===== src/rtl/cnt16_match_ctrl.sv =====
// Sequencing controller for the cascaded 16-bit counter/comparator datapath.
// Provides start/stop control, a prescaled count enable, a double-buffered
// compare value, one-shot or periodic match, and a sticky IRQ/overrun pair.
module cnt16_match_ctrl #(
  parameter int W    = 16,
  parameter int PS_W = 4
) (
  input  logic            CK,
  input  logic            RN,
  input  logic            START,
  input  logic            STOP,
  input  logic            MODE,
  input  logic [PS_W-1:0] PS,
  input  logic            CMP_LD,
  input  logic [W-1:0]    CMP_IN,
  input  logic            ACK,
  output logic [W-1:0]    CNT,
  output logic            Z,
  output logic            IRQ,
  output logic            OVR,
  output logic            BUSY,
  output logic [1:0]      ST
);

  typedef enum logic [1:0] {
    ST_IDLE = 2'd0,
    ST_RUN  = 2'd1,
    ST_DONE = 2'd2
  } state_e;

  state_e            state_q, state_d;
  logic [W-1:0]      cnt_q, cnt_d;
  logic [PS_W-1:0]   pre_q, pre_d;
  logic [W-1:0]      act_q, act_d;
  logic [W-1:0]      shd_q, shd_d;
  logic              pend_q, pend_d;
  logic              mode_q, mode_d;
  logic [PS_W-1:0]   ps_q, ps_d;
  logic              z_q, z_d;
  logic              irq_q, irq_d;
  logic              ovr_q, ovr_d;
  logic              busy_q, busy_d;
  logic              tick_s;
  logic              match_s;

  // Next-state computation for the sequencer, compare buffers and interrupt flags.
  always_comb begin
    state_d = state_q;
    cnt_d   = cnt_q;
    pre_d   = pre_q;
    act_d   = act_q;
    shd_d   = shd_q;
    pend_d  = pend_q;
    mode_d  = mode_q;
    ps_d    = ps_q;
    irq_d   = irq_q;
    ovr_d   = ovr_q;
    match_s = 1'b0;
    tick_s  = (pre_q == ps_q);

    // Host writes always land in the shadow; pending marks an unconsumed value.
    if (CMP_LD) begin
      shd_d  = CMP_IN;
      pend_d = 1'b1;
    end else begin
      shd_d  = shd_q;
    end

    case (state_q)
      ST_IDLE, ST_DONE: begin
        // Outside RUN the active compare follows writes directly; a value left
        // pending from an interrupted run is consumed on restart.
        if (CMP_LD) begin
          act_d  = CMP_IN;
          pend_d = 1'b0;
        end else if (START && !STOP && pend_q) begin
          act_d  = shd_q;
          pend_d = 1'b0;
        end else begin
          act_d  = act_q;
        end

        if (STOP) begin
          state_d = ST_IDLE;
          cnt_d   = {W{1'b0}};
        end else if (START) begin
          state_d = ST_RUN;
          cnt_d   = {W{1'b0}};
          pre_d   = {PS_W{1'b0}};
          mode_d  = MODE;
          ps_d    = PS;
        end else begin
          state_d = state_q;
        end
      end

      ST_RUN: begin
        if (STOP) begin
          // Abort wins over a coincident match: no pulse, flags untouched.
          state_d = ST_IDLE;
          cnt_d   = {W{1'b0}};
          pre_d   = {PS_W{1'b0}};
        end else if (tick_s) begin
          pre_d = {PS_W{1'b0}};
          if (cnt_q == act_q) begin
            match_s = 1'b1;
            if (mode_q) begin
              cnt_d = {W{1'b0}};
              // A same-edge host write stays pending for the next period.
              if (pend_q) begin
                act_d  = shd_q;
                pend_d = CMP_LD;
              end else begin
                act_d  = act_q;
              end
            end else begin
              state_d = ST_DONE;
              cnt_d   = cnt_q;
            end
          end else begin
            cnt_d = cnt_q + {{(W-1){1'b0}}, 1'b1};
          end
        end else begin
          pre_d = pre_q + {{(PS_W-1){1'b0}}, 1'b1};
        end
      end

      default: begin
        state_d = ST_IDLE;
        cnt_d   = {W{1'b0}};
        pre_d   = {PS_W{1'b0}};
      end
    endcase

    // Match sets IRQ and wins over a same-edge ACK; overrun only when unacked.
    if (match_s) begin
      irq_d = 1'b1;
      ovr_d = ovr_q | (irq_q & ~ACK);
    end else if (ACK) begin
      irq_d = 1'b0;
      ovr_d = 1'b0;
    end else begin
      irq_d = irq_q;
      ovr_d = ovr_q;
    end

    z_d    = match_s;
    busy_d = (state_d == ST_RUN);
  end

  // State and registered outputs; asynchronous reset aborts any run at once.
  always_ff @(posedge CK or negedge RN) begin
    if (!RN) begin
      state_q <= ST_IDLE;
      cnt_q   <= {W{1'b0}};
      pre_q   <= {PS_W{1'b0}};
      act_q   <= {W{1'b0}};
      shd_q   <= {W{1'b0}};
      pend_q  <= 1'b0;
      mode_q  <= 1'b0;
      ps_q    <= {PS_W{1'b0}};
      z_q     <= 1'b0;
      irq_q   <= 1'b0;
      ovr_q   <= 1'b0;
      busy_q  <= 1'b0;
    end else begin
      state_q <= state_d;
      cnt_q   <= cnt_d;
      pre_q   <= pre_d;
      act_q   <= act_d;
      shd_q   <= shd_d;
      pend_q  <= pend_d;
      mode_q  <= mode_d;
      ps_q    <= ps_d;
      z_q     <= z_d;
      irq_q   <= irq_d;
      ovr_q   <= ovr_d;
      busy_q  <= busy_d;
    end
  end

  assign CNT  = cnt_q;
  assign Z    = z_q;
  assign IRQ  = irq_q;
  assign OVR  = ovr_q;
  assign BUSY = busy_q;
  assign ST   = state_q;

endmodule


===== config.mk =====
export PLATFORM = sky130hd
export DESIGN_NAME = cnt16_match_ctrl
export DESIGN_NICKNAME = d
export VERILOG_FILES = /design/src/rtl/cnt16_match_ctrl.sv
export SDC_FILE = /design/constraint.sdc
export NUM_CORES = 1
export LEC_CHECK = 0
export BUFFER_PORTS_ARGS = -buffer_cell sky130_fd_sc_hd__buf_2
export CORE_ASPECT_RATIO = 1.4
export CORE_MARGIN = 2
export CORE_UTILIZATION = 53
export DETAILED_ROUTE_END_ITERATION = 8
export GPL_TIMING_DRIVEN = 1
export PLACE_DENSITY_LB_ADDON = 0.05
export SKIP_LAST_GASP = 1
export SYNTH_ARGS = -nofsm -noshare
export SYNTH_HDL_FRONTEND = slang
export SYNTH_SLANG_ARGS = --single-unit

===== constraint.sdc =====
create_clock -name CK -period 2.27 [get_ports CK]
set_input_delay 0.3405 -clock CK [delete_from_list [all_inputs] [get_ports CK]]
set_output_delay 0.3405 -clock CK [all_outputs]
set_load 0.02 [all_outputs]

==> results.md, run 1 <==
- Status: completed
- DR WL/cell: 16.2 microns
- GRT Util Overall: 0.225
- # port buffers: 48
- FMAX: 467 MHz
- Number of global-route vias before repair: 2517
- Worst path max stage delay: 0.41 ns
- FF-to-FF setup slack: 0.13 ns
- Initial antenna violation count: 0
- Commonest cells after routing, fill and taps aside: 64 x dfrtp_1, 48 x buf_2, 33 x nor2_1, 30 x buf_4, 27 x xor2_1
- Layout Skew: 0.0106 ns
- Die extent in x: 70.7 microns
- Via/cell ratio: 5.50
- FF+latch area: 1600 sq um
- Crit path cell chain: xor2_1 > nor4_2 > nand4_4 > a211oi_4 > o21ba_1 > a221o_1
- CP Max Fanout: 7
- DRT antenna net count: 0
- Rows: 34
- CTS root buf: clkbuf_8
- Clock Latency Late Sink: 0.35 ns
- Crit. End Element: flip-flop
- Final worst-path setup slack: 0.128 ns
- # H-tree levels: 3
- Syn-to-layout area delta: 23.3%
- Crit path DAT: 2.37 ns
- Number of flops mapped to enable cells by yosys: 0
- Max-slew violations: 0
- Hpwl dp: 5.29 mm
- Largest net degree at the start of global routing: 33
- Pre-CTS WS: 0.114 ns
- CP required: 2.50 ns
- Congestion Overflow GR: 0
- Setup crit start kind: flip-flop
- Worst hold path class: primary input to flip-flop
- Power Dens Cells: 755 nW/um^2
- Core Region: 6130 sq um
- Multi-input logic area: 1630 sq um
- Max-cap viol count: 0
- Area share of the largest cell type after synthesis: 0.485
- Asr flop ratio synth: 1.00
- Distinct cells, synth: 47
- Syn Nets: 328
- Kind of critical path: flip-flop to flip-flop
- Final worst path period need: 2.14 ns
- Avg Synthesized Cell Area: 11.0 sq um
- Post-Synthesis Cells: 299
- Commonest non-fill, non-tap cell in the layout: dfrtp_1
- LEAKAGE: 1.95 nW
- Synth warn: 0
- Detailed Route Iter0 Violations: 184
- RSZ-0062 raised after global routing: no
- Routability congestion estimate from global placement: 0.920
- Synth Cell Area: 3300 sq um
- Final setup fails: 0
- FILL cells: 500
- Critical path origin: act_q[3]
- VDD IR-drop max: 0.000387 V
- Drt first pass iters: 4
- NumNets Final: 406
- Final Hold Fails: 0
- I/O Pins: 49
- First-pass GRT wire length: 12.1 mm
- Fin Setup TNS: 0 ns
- Wirelength, routed: 7.36 mm
- Worst Setup EP: CNT[8]
- Max-Slew Margin vs Limit: 0.714
- Layout cell share with drive strength beyond 1: 0.360
- Via count: 2490
- Die ar.: 6890 sq um
- Top cells by area, synth: dfrtp_1 49%, xor2_1 7.2%, mux2_2 6.8%, mux2i_1 4.9%, nor2_1 3.8%
- CTS Sinks: 64
- DRC errors left: 0
- CTS max path bufs: 2
- Worst reg2reg path depth: 6
- Top FF cell, synth: dfrtp_1
- Worst reg2reg path startpoint: act_q[3]
- Area leader, netlist: dfrtp_1
- Max stage delay cell, worst path: dfrtp_1
- Reg2reg end: CNT[8]
- Worst-path clk slew: 0.07 ns
- Sequential area share after synthesis: 0.485
- DP Area: 3790 sq um
- Antenna cells: 0
- Fin crit share: 0.943
- Slew @ Worst Pin: 0.428 ns
- Yosys reg bits: 64
- Post-route cell area: 4070 sq um
- CTS Buf Count: 9
- TritonCTS clock tree: built
- Initial Util: 0.539
- Height of the die: 97.4 microns
==> metrics by stage <==
| step | total power [W] | hold WS (ns) | instances | utilization |
|---|---|---|---|---|
| 3_5_place_dp | 0.00197 | 0.276 | 433 | 0.618 |
| 2_1_floorplan | 0.00180 | 0.0449 | 299 | - |
| 4_1_cts | 0.00307 | 0.181 | 449 | 0.656 |
| 5_1_grt | 0.00321 | 0.196 | 453 | 0.665 |
| 6_report | 0.00307 | 0.187 | 453 | 0.665 |
| 3_3_place_gp | 0.00195 | 0.279 | 433 | 0.618 |
==> layout make-up <==
type                            instances  share of cell area
Clock buffer                           12              0.0381
Sequential cell                        64               0.393
Multi-Input combinational cell        218               0.400
Inverter                                3             0.00277
Tap cell                               72              0.0221
Clock inverter                          3              0.0160
Timing Repair Buffer                   81               0.128
==> cell usage after synthesis (5+ instances only) <==
library cell	count
a21oi_1	11
a21oi_2	10
clkbuf_1	7
dfrtp_1	64
mux2_2	20
mux2i_1	16
nand2_1	16
nor2_1	33
nor3_1	5
o211ai_1	6
o21ai_0	9
xor2_1	27
==> sequential cells by signal (all words and copies together), names as in the netlist <==
name    flops
BUSY        1
ST          2
ps_q        4
pre_q       4
CNT        16
mode_q      1
shd_q      16
IRQ         1
pend_q      1
act_q      16
OVR         1
Z           1
==> worst min path at each step <==
| stage | startpoint | endpoint | slack, ns | cells after the start |
|---|---|---|---|---|
| after detailed placement | RN | CNT[14] | 0.28 | 1 |
| after global placement | RN | CNT[14] | 0.28 | 1 |
| final | ACK | OVR | 0.19 | 2 |
| after global routing | ACK | OVR | 0.20 | 2 |
| after CTS | ACK | OVR | 0.18 | 2 |
| after floorplan | RN | BUSY | 0.04 | 0 |
==> repair_timing <==
| action | in CTS | in global routing |
|---|---|---|
| gates resized for setup | 0 | 1 |
| hold endpoints to repair | 15 | 0 |
| hold buffers | 1 | 0 |
| setup buffers | 0 | 3 |
| setup endpoints to repair | 0 | 16 |
==> kinds of logic after synthesis <==
logic type,count (synthesis),share of synthesized area
adders and majority gates,2,0.00758
and+or+nand+nor,94,0.158
xor gates and xnor gates,31,0.0822
muxes,36,0.117
AOI/OAI and AO/OA,55,0.127
DFF,64,0.485
buffers and inverters,17,0.0243
==> metal layers <==
layer  share of wire  GRT usage  vias up
li1                -          -     1221
met1            0.44      0.300     1188
met2            0.49      0.353       68
met3           0.048     0.0550       13
met4           0.018     0.0885        0
met5               0          0        -
==> power by group <==
part,internal (W),switching [W]
Clock,0.000671,0.000440
Sequential,0.00128,0.000105
Combinational,0.000268,0.000315
==> worst max-delay path: cells and delay by family (launching register included) <==
family | cells | cell delay, ns
flops | 1 | 0.41
xor+xnor | 1 | 0.18
simple gates | 2 | 0.63
compound gates | 3 | 0.82
No activity file was read; power rests on OpenSTA's default activity.
==> inputs of run 2 (changes only) <==
--- a/config.mk
+++ b/config.mk
@@ -9,6 +9,7 @@
 export CORE_ASPECT_RATIO = 1.4
 export CORE_MARGIN = 2
 export CORE_UTILIZATION = 53
+export CTS_BUF_LIST = sky130_fd_sc_hd__clkbuf_4 sky130_fd_sc_hd__clkbuf_8
 export DETAILED_ROUTE_END_ITERATION = 8
 export GPL_TIMING_DRIVEN = 1
 export PLACE_DENSITY_LB_ADDON = 0.05
==> run 2 against run 1 <==
First-iteration DRC count decreased by 3.8%. Non-clock buffer count unchanged. Clock skew about the same. Final cell count unchanged. Power increased by 0.44%. Combinational power about the same. Worst setup slack got worse by 0.0012 ns. Global-route usage increased by 0.11 points. Critical path type unchanged. Critical endpoint unchanged. Largest cell class unchanged.
==> results.md, run 2 (synthesis results as in run 1) <==
- Status: completed
- Max-Slew Margin vs Limit: 0.714
- Combinational share of power: 0.189
- Via count: 2494
- FILL cells: 498
- Congestion Overflow GR: 0
- Initial antenna violation count: 0
- Setup crit start kind: flip-flop
- Via/cell ratio: 5.51
- CTS Sinks: 64
- FF-to-FF setup slack: 0.13 ns
- CTS max path bufs: 2
- Syn-to-layout area delta: 23.4%
- Layout Skew: 0.0106 ns
- Hpwl dp: 5.29 mm
- DR WL/cell: 16.3 microns
- Height of the die: 97.4 microns
- First-pass GRT wire length: 12.1 mm
- Design internal power: 0.00223 W
- Number of global-route vias before repair: 2523
- Die extent in x: 70.7 microns
- Rows: 34
- LEAKAGE: 1.96 nW
- Worst-path clk slew: 0.07 ns
- Crit path DAT: 2.37 ns
- Antenna cells: 0
- RSZ-0062 raised after global routing: no
- FMAX: 467 MHz
- Worst hold path class: primary input to flip-flop
- CP required: 2.50 ns
- CTS root buf: clkbuf_8
- Final setup fails: 0
- Commonest non-fill, non-tap cell in the layout: dfrtp_1
- Core Region: 6130 sq um
- Reg2reg end: CNT[8]
- Largest net degree at the start of global routing: 33
- Layout cell share with drive strength beyond 1: 0.362
- # H-tree levels: 3
- Worst reg2reg path depth: 6
- GRT Util Overall: 0.226
- Drt first pass iters: 4
- VDD IR-drop max: 0.000410 V
- CTS Buf Count: 9
- Clock Latency Late Sink: 0.35 ns
- Initial Util: 0.539
- Critical path origin: CNT[3]
- DRT antenna net count: 0
- Final worst-path setup slack: 0.127 ns
- CP Max Fanout: 7
- Detailed Route Iter0 Violations: 177
- Crit. End Element: flip-flop
- Final worst path period need: 2.14 ns
- # port buffers: 48
- Switch Pwr: 0.000861 W
- Max-cap viol count: 0
- Die ar.: 6890 sq um
- Commonest cells after routing, fill and taps aside: 64 x dfrtp_1, 48 x buf_2, 33 x nor2_1, 30 x buf_4, 27 x xor2_1
- Clock Power Share: 0.364
- Worst reg2reg path startpoint: CNT[3]
- Routability congestion estimate from global placement: 0.920
- Final Hold Fails: 0
- Power Dens Cells: 758 nW/um^2
- DRC errors left: 0
- Kind of critical path: flip-flop to flip-flop
- Worst Setup EP: CNT[8]
- Slew @ Worst Pin: 0.428 ns
- Fin crit share: 0.944
- TritonCTS clock tree: built
- I/O Pins: 49
- Sw Share: 0.279
- Worst hold slack: 0.187 ns
- Fin Setup TNS: 0 ns
- Pre-CTS WS: 0.114 ns
- Max-slew violations: 0
- Wirelength, routed: 7.40 mm
- Seq pwr share: 0.447
- NumNets Final: 406
run 2: changes by cell type in the layout (fill, tap and decap cells not counted):
cell	before	now
clkbuf_4	0	1
clkbuf_1	1	0
run 2: how the worst min path moves through the flow:
stage,to,slack [ns],cells past startpoint,startpoint
after floorplan,BUSY,0.04,0,RN
after global placement,CNT[14],0.28,1,RN
after detailed placement,CNT[14],0.28,1,RN
after CTS,OVR,0.18,2,ACK
after global routing,OVR,0.20,2,ACK
final,OVR,0.19,2,ACK
run 2: routing by layer:
metal,up-vias,GRT usage,routed length [microns]
met5,-,0,0
met1,1205,0.300,3270
met4,0,0.0885,127
met3,10,0.0550,327
li1,1219,-,-
met2,60,0.357,3670
run 2: metrics by stage:
step | util | instances | cell area [sq um] | total power [W]
4_1_cts | 0.656 | 449 | 4020 | 0.00308
3_5_place_dp | 0.618 | 433 | 3790 | 0.00197
5_1_grt | 0.665 | 453 | 4080 | 0.00323
3_3_place_gp | 0.618 | 433 | 3790 | 0.00195
2_1_floorplan | - | 299 | 3300 | 0.00180
6_report | 0.665 | 453 | 4080 | 0.00309
run 2: timing repair:
| item | 4_1_cts | 5_1_grt |
|---|---|---|
| buffers inserted | 0 | 3 |
| hold endpoints to repair | 15 | 0 |
| hold buffers | 1 | 0 |
| resized for setup | 0 | 1 |
| endpoints found under the setup margin | 0 | 16 |
run 2: critical path, cell delays in order (launching register included):
cell and delay (ns):
dfrtp_1 0.42, xor2_1 0.17, nor4_2 0.39, nand4_4 0.24, a211oi_4 0.30, o21ba_1 0.17
a221o_1 0.34
run 2: power groups by stage:
stage | clock network (W) | registers, W | logic [W]
5_1_grt | 0.00118 | 0.00140 | 0.000649
3_3_place_gp | 0 | 0.00140 | 0.000555
6_report | 0.00112 | 0.00138 | 0.000583
2_1_floorplan | 0 | 0.00138 | 0.000416
4_1_cts | 0.00113 | 0.00138 | 0.000572
3_5_place_dp | 0 | 0.00140 | 0.000567
run 2: layout make-up:
cell class,instances,area [sq um],share of cell area
multi-input cells,218,1630,0.399
flip-flops and latches,64,1600,0.393
repair buffers,81,520,0.128
clock buffers,12,159,0.0390
well taps,72,90.1,0.0221
clock inverters,3,65.1,0.0160
inverters,3,11.3,0.00276
==> inputs of run 3 (changes only) <==
==> constraint.sdc (replaced) <==
create_clock -name CK -period 2.27 [get_ports CK]
set_input_delay 0.1135 -clock CK [delete_from_list [all_inputs] [get_ports CK]]
set_output_delay 0.1135 -clock CK [all_outputs]
set_load 0.02 [all_outputs]
==> run 3 against run 2 <==
Final cell count up 0.66%. Critical endpoint unchanged. Via count up 1.5%. Sequential cell count unchanged. Sequential power about the same.
==> results.md, run 3 (synthesis results as in run 1) <==
- Status: completed
- Kind of critical path: flip-flop to flip-flop
- Final worst path period need: 2.22 ns
- Height of the die: 97.4 microns
- CP required: 2.50 ns
- Die ar.: 6890 sq um
- Max-slew violations: 0
- Worst hold slack: 0.00851 ns
- Met1 usage: 0.317
- Switch Pwr: 0.000891 W
- Drt first pass iters: 4
- DRC errors left: 0
- Max-cap viol count: 0
- Wirelength, routed: 7.52 mm
- Grt met3 use: 0.0456
- Worst-path clk slew: 0.08 ns
- Final Hold Fails: 0
- Congestion Overflow GR: 0
- Detailed Route Iter0 Violations: 163
- Sw Share: 0.287
- # H-tree levels: 3
- TritonCTS clock tree: built
- DRT antenna net count: 0
- DR WL/cell: 16.5 microns
- Crit. End Element: flip-flop
- Fin crit share: 0.978
- Layout cell share with drive strength beyond 1: 0.354
- Initial antenna violation count: 0
- Initial Util: 0.539
- Crit path DAT: 2.45 ns
- Clock Power Share: 0.361
- GRT met2 Usage: 0.364
- Layout Skew: 0.0119 ns
- Largest net degree at the start of global routing: 39
- RSZ-0062 raised after global routing: yes
- Final setup fails: 0
- Worst hold path class: primary input to flip-flop
- Commonest cells after routing, fill and taps aside: 64 x dfrtp_1, 48 x buf_2, 33 x nor2_1, 27 x xor2_1, 25 x buf_4
- Clock Latency Late Sink: 0.35 ns
- Antenna cells: 0
- First-pass GRT wire length: 12.3 mm
- Number of global-route vias before repair: 2473
- CTS max path bufs: 2
- Die extent in x: 70.7 microns
- Commonest non-fill, non-tap cell in the layout: dfrtp_1
- CTS root buf: clkbuf_8
- Setup crit start kind: flip-flop
- Via/cell ratio: 5.55
- Core Region: 6130 sq um
- Via count: 2532
- CP Max Fanout: 8
- Power Dens Cells: 753 nW/um^2
- Seq pwr share: 0.445
- CTS Sinks: 64
- VDD IR-drop max: 0.000485 V
- Rows: 34
- Busiest grt layer: met2
- Design internal power: 0.00221 W
- Syn-to-layout area delta: 25.0%
- I/O Pins: 49
- CTS Buf Count: 9
- DP Area: 3780 sq um
- GRT Util Overall: 0.231
- Slew @ Worst Pin: 0.665 ns
- NumNets Final: 408
- LEAKAGE: 1.97 nW
- Routability congestion estimate from global placement: 0.951
- Post-route cell area: 4130 sq um
- # port buffers: 48
- FMAX: 450 MHz
- Max-Slew Margin vs Limit: 0.557
- Combinational share of power: 0.193
- Hpwl dp: 5.36 mm
- FILL cells: 500
[run 3: cell count changes in the layout (fill, tap and decap cells not counted), sizes merged]
| cell | delta |
|---|---|
| buf | -4 |
| dlygate4sd3 | +6 |
| clkinvlp | +2 |
| clkbuf | -1 |
[run 3: layer usage]
layer	part of all wire	wire (microns)
met2	0.50	3780
met1	0.45	3360
met5	0	0
met3	0.034	257
met4	0.016	121
[run 3: power groups by stage]
stage / clock network, W / registers, W / logic (W)
floorplan: 0 / 0.00138 / 0.000416
global placement: 0 / 0.00140 / 0.000557
detailed placement: 0 / 0.00140 / 0.000569
CTS: 0.00113 / 0.00138 / 0.000583
global route: 0.00119 / 0.00140 / 0.000660
finish: 0.00112 / 0.00138 / 0.000600
[run 3: cell type report]
cell class | instances | area (sq um) | share of cell area
Clock buffer | 11 | 145 | 0.0352
Clock inverter | 5 | 80.1 | 0.0194
Inverter | 3 | 11.3 | 0.00273
Multi-Input combinational cell | 218 | 1640 | 0.396
Sequential cell | 64 | 1600 | 0.388
Tap cell | 72 | 90.1 | 0.0218
Timing Repair Buffer | 83 | 563 | 0.136
[run 3: worst max-delay path, stage by stage (launching register included)]
cell	delay (ns)
dfrtp_1	0.47
xor2_1	0.18
nor4_2	0.42
nand4_4	0.24
a211oi_4	0.29
o21ba_1	0.17
a221o_1	0.34
[run 3: final timing paths]
check / start / to / slack (ns) / cells after the start
setup / recovery: CNT[15] / CNT[8] / 0.05 / 6
hold / removal: MODE / mode_q / 0.009 / 3
setup reg to reg: CNT[15] / CNT[8] / 0.05 / 6
hold reg to reg: OVR / OVR / 0.52 / 2
min in group asynchronous: RN / CNT[11] / 0.32 / 2
max in group asynchronous: RN / act_q[10] / 1.30 / 3
[run 3: timing repair]
action                                  in CTS  in global routing
cloned                                       0                  1
buffers inserted                             0                  1
endpoints found under the setup margin       1                 11
endpoints found under the hold margin       32                  0
gates resized for setup                      0                  2
pin swaps                                    1                  4
hold buffers                                 7                  0
[run 3: through the flow]
stage	cells	power, W	worst slack, ns	utilization	TNS [ns]
finish	456	0.00311	0.0494	0.674	0
global route	456	0.00325	-0.0347	0.674	-0.0853
CTS	454	0.00310	0.0373	0.666	0
detailed placement	431	0.00197	0.0433	0.618	0
global placement	431	0.00195	0.0543	0.618	0
floorplan	299	0.00180	0.0906	-	0
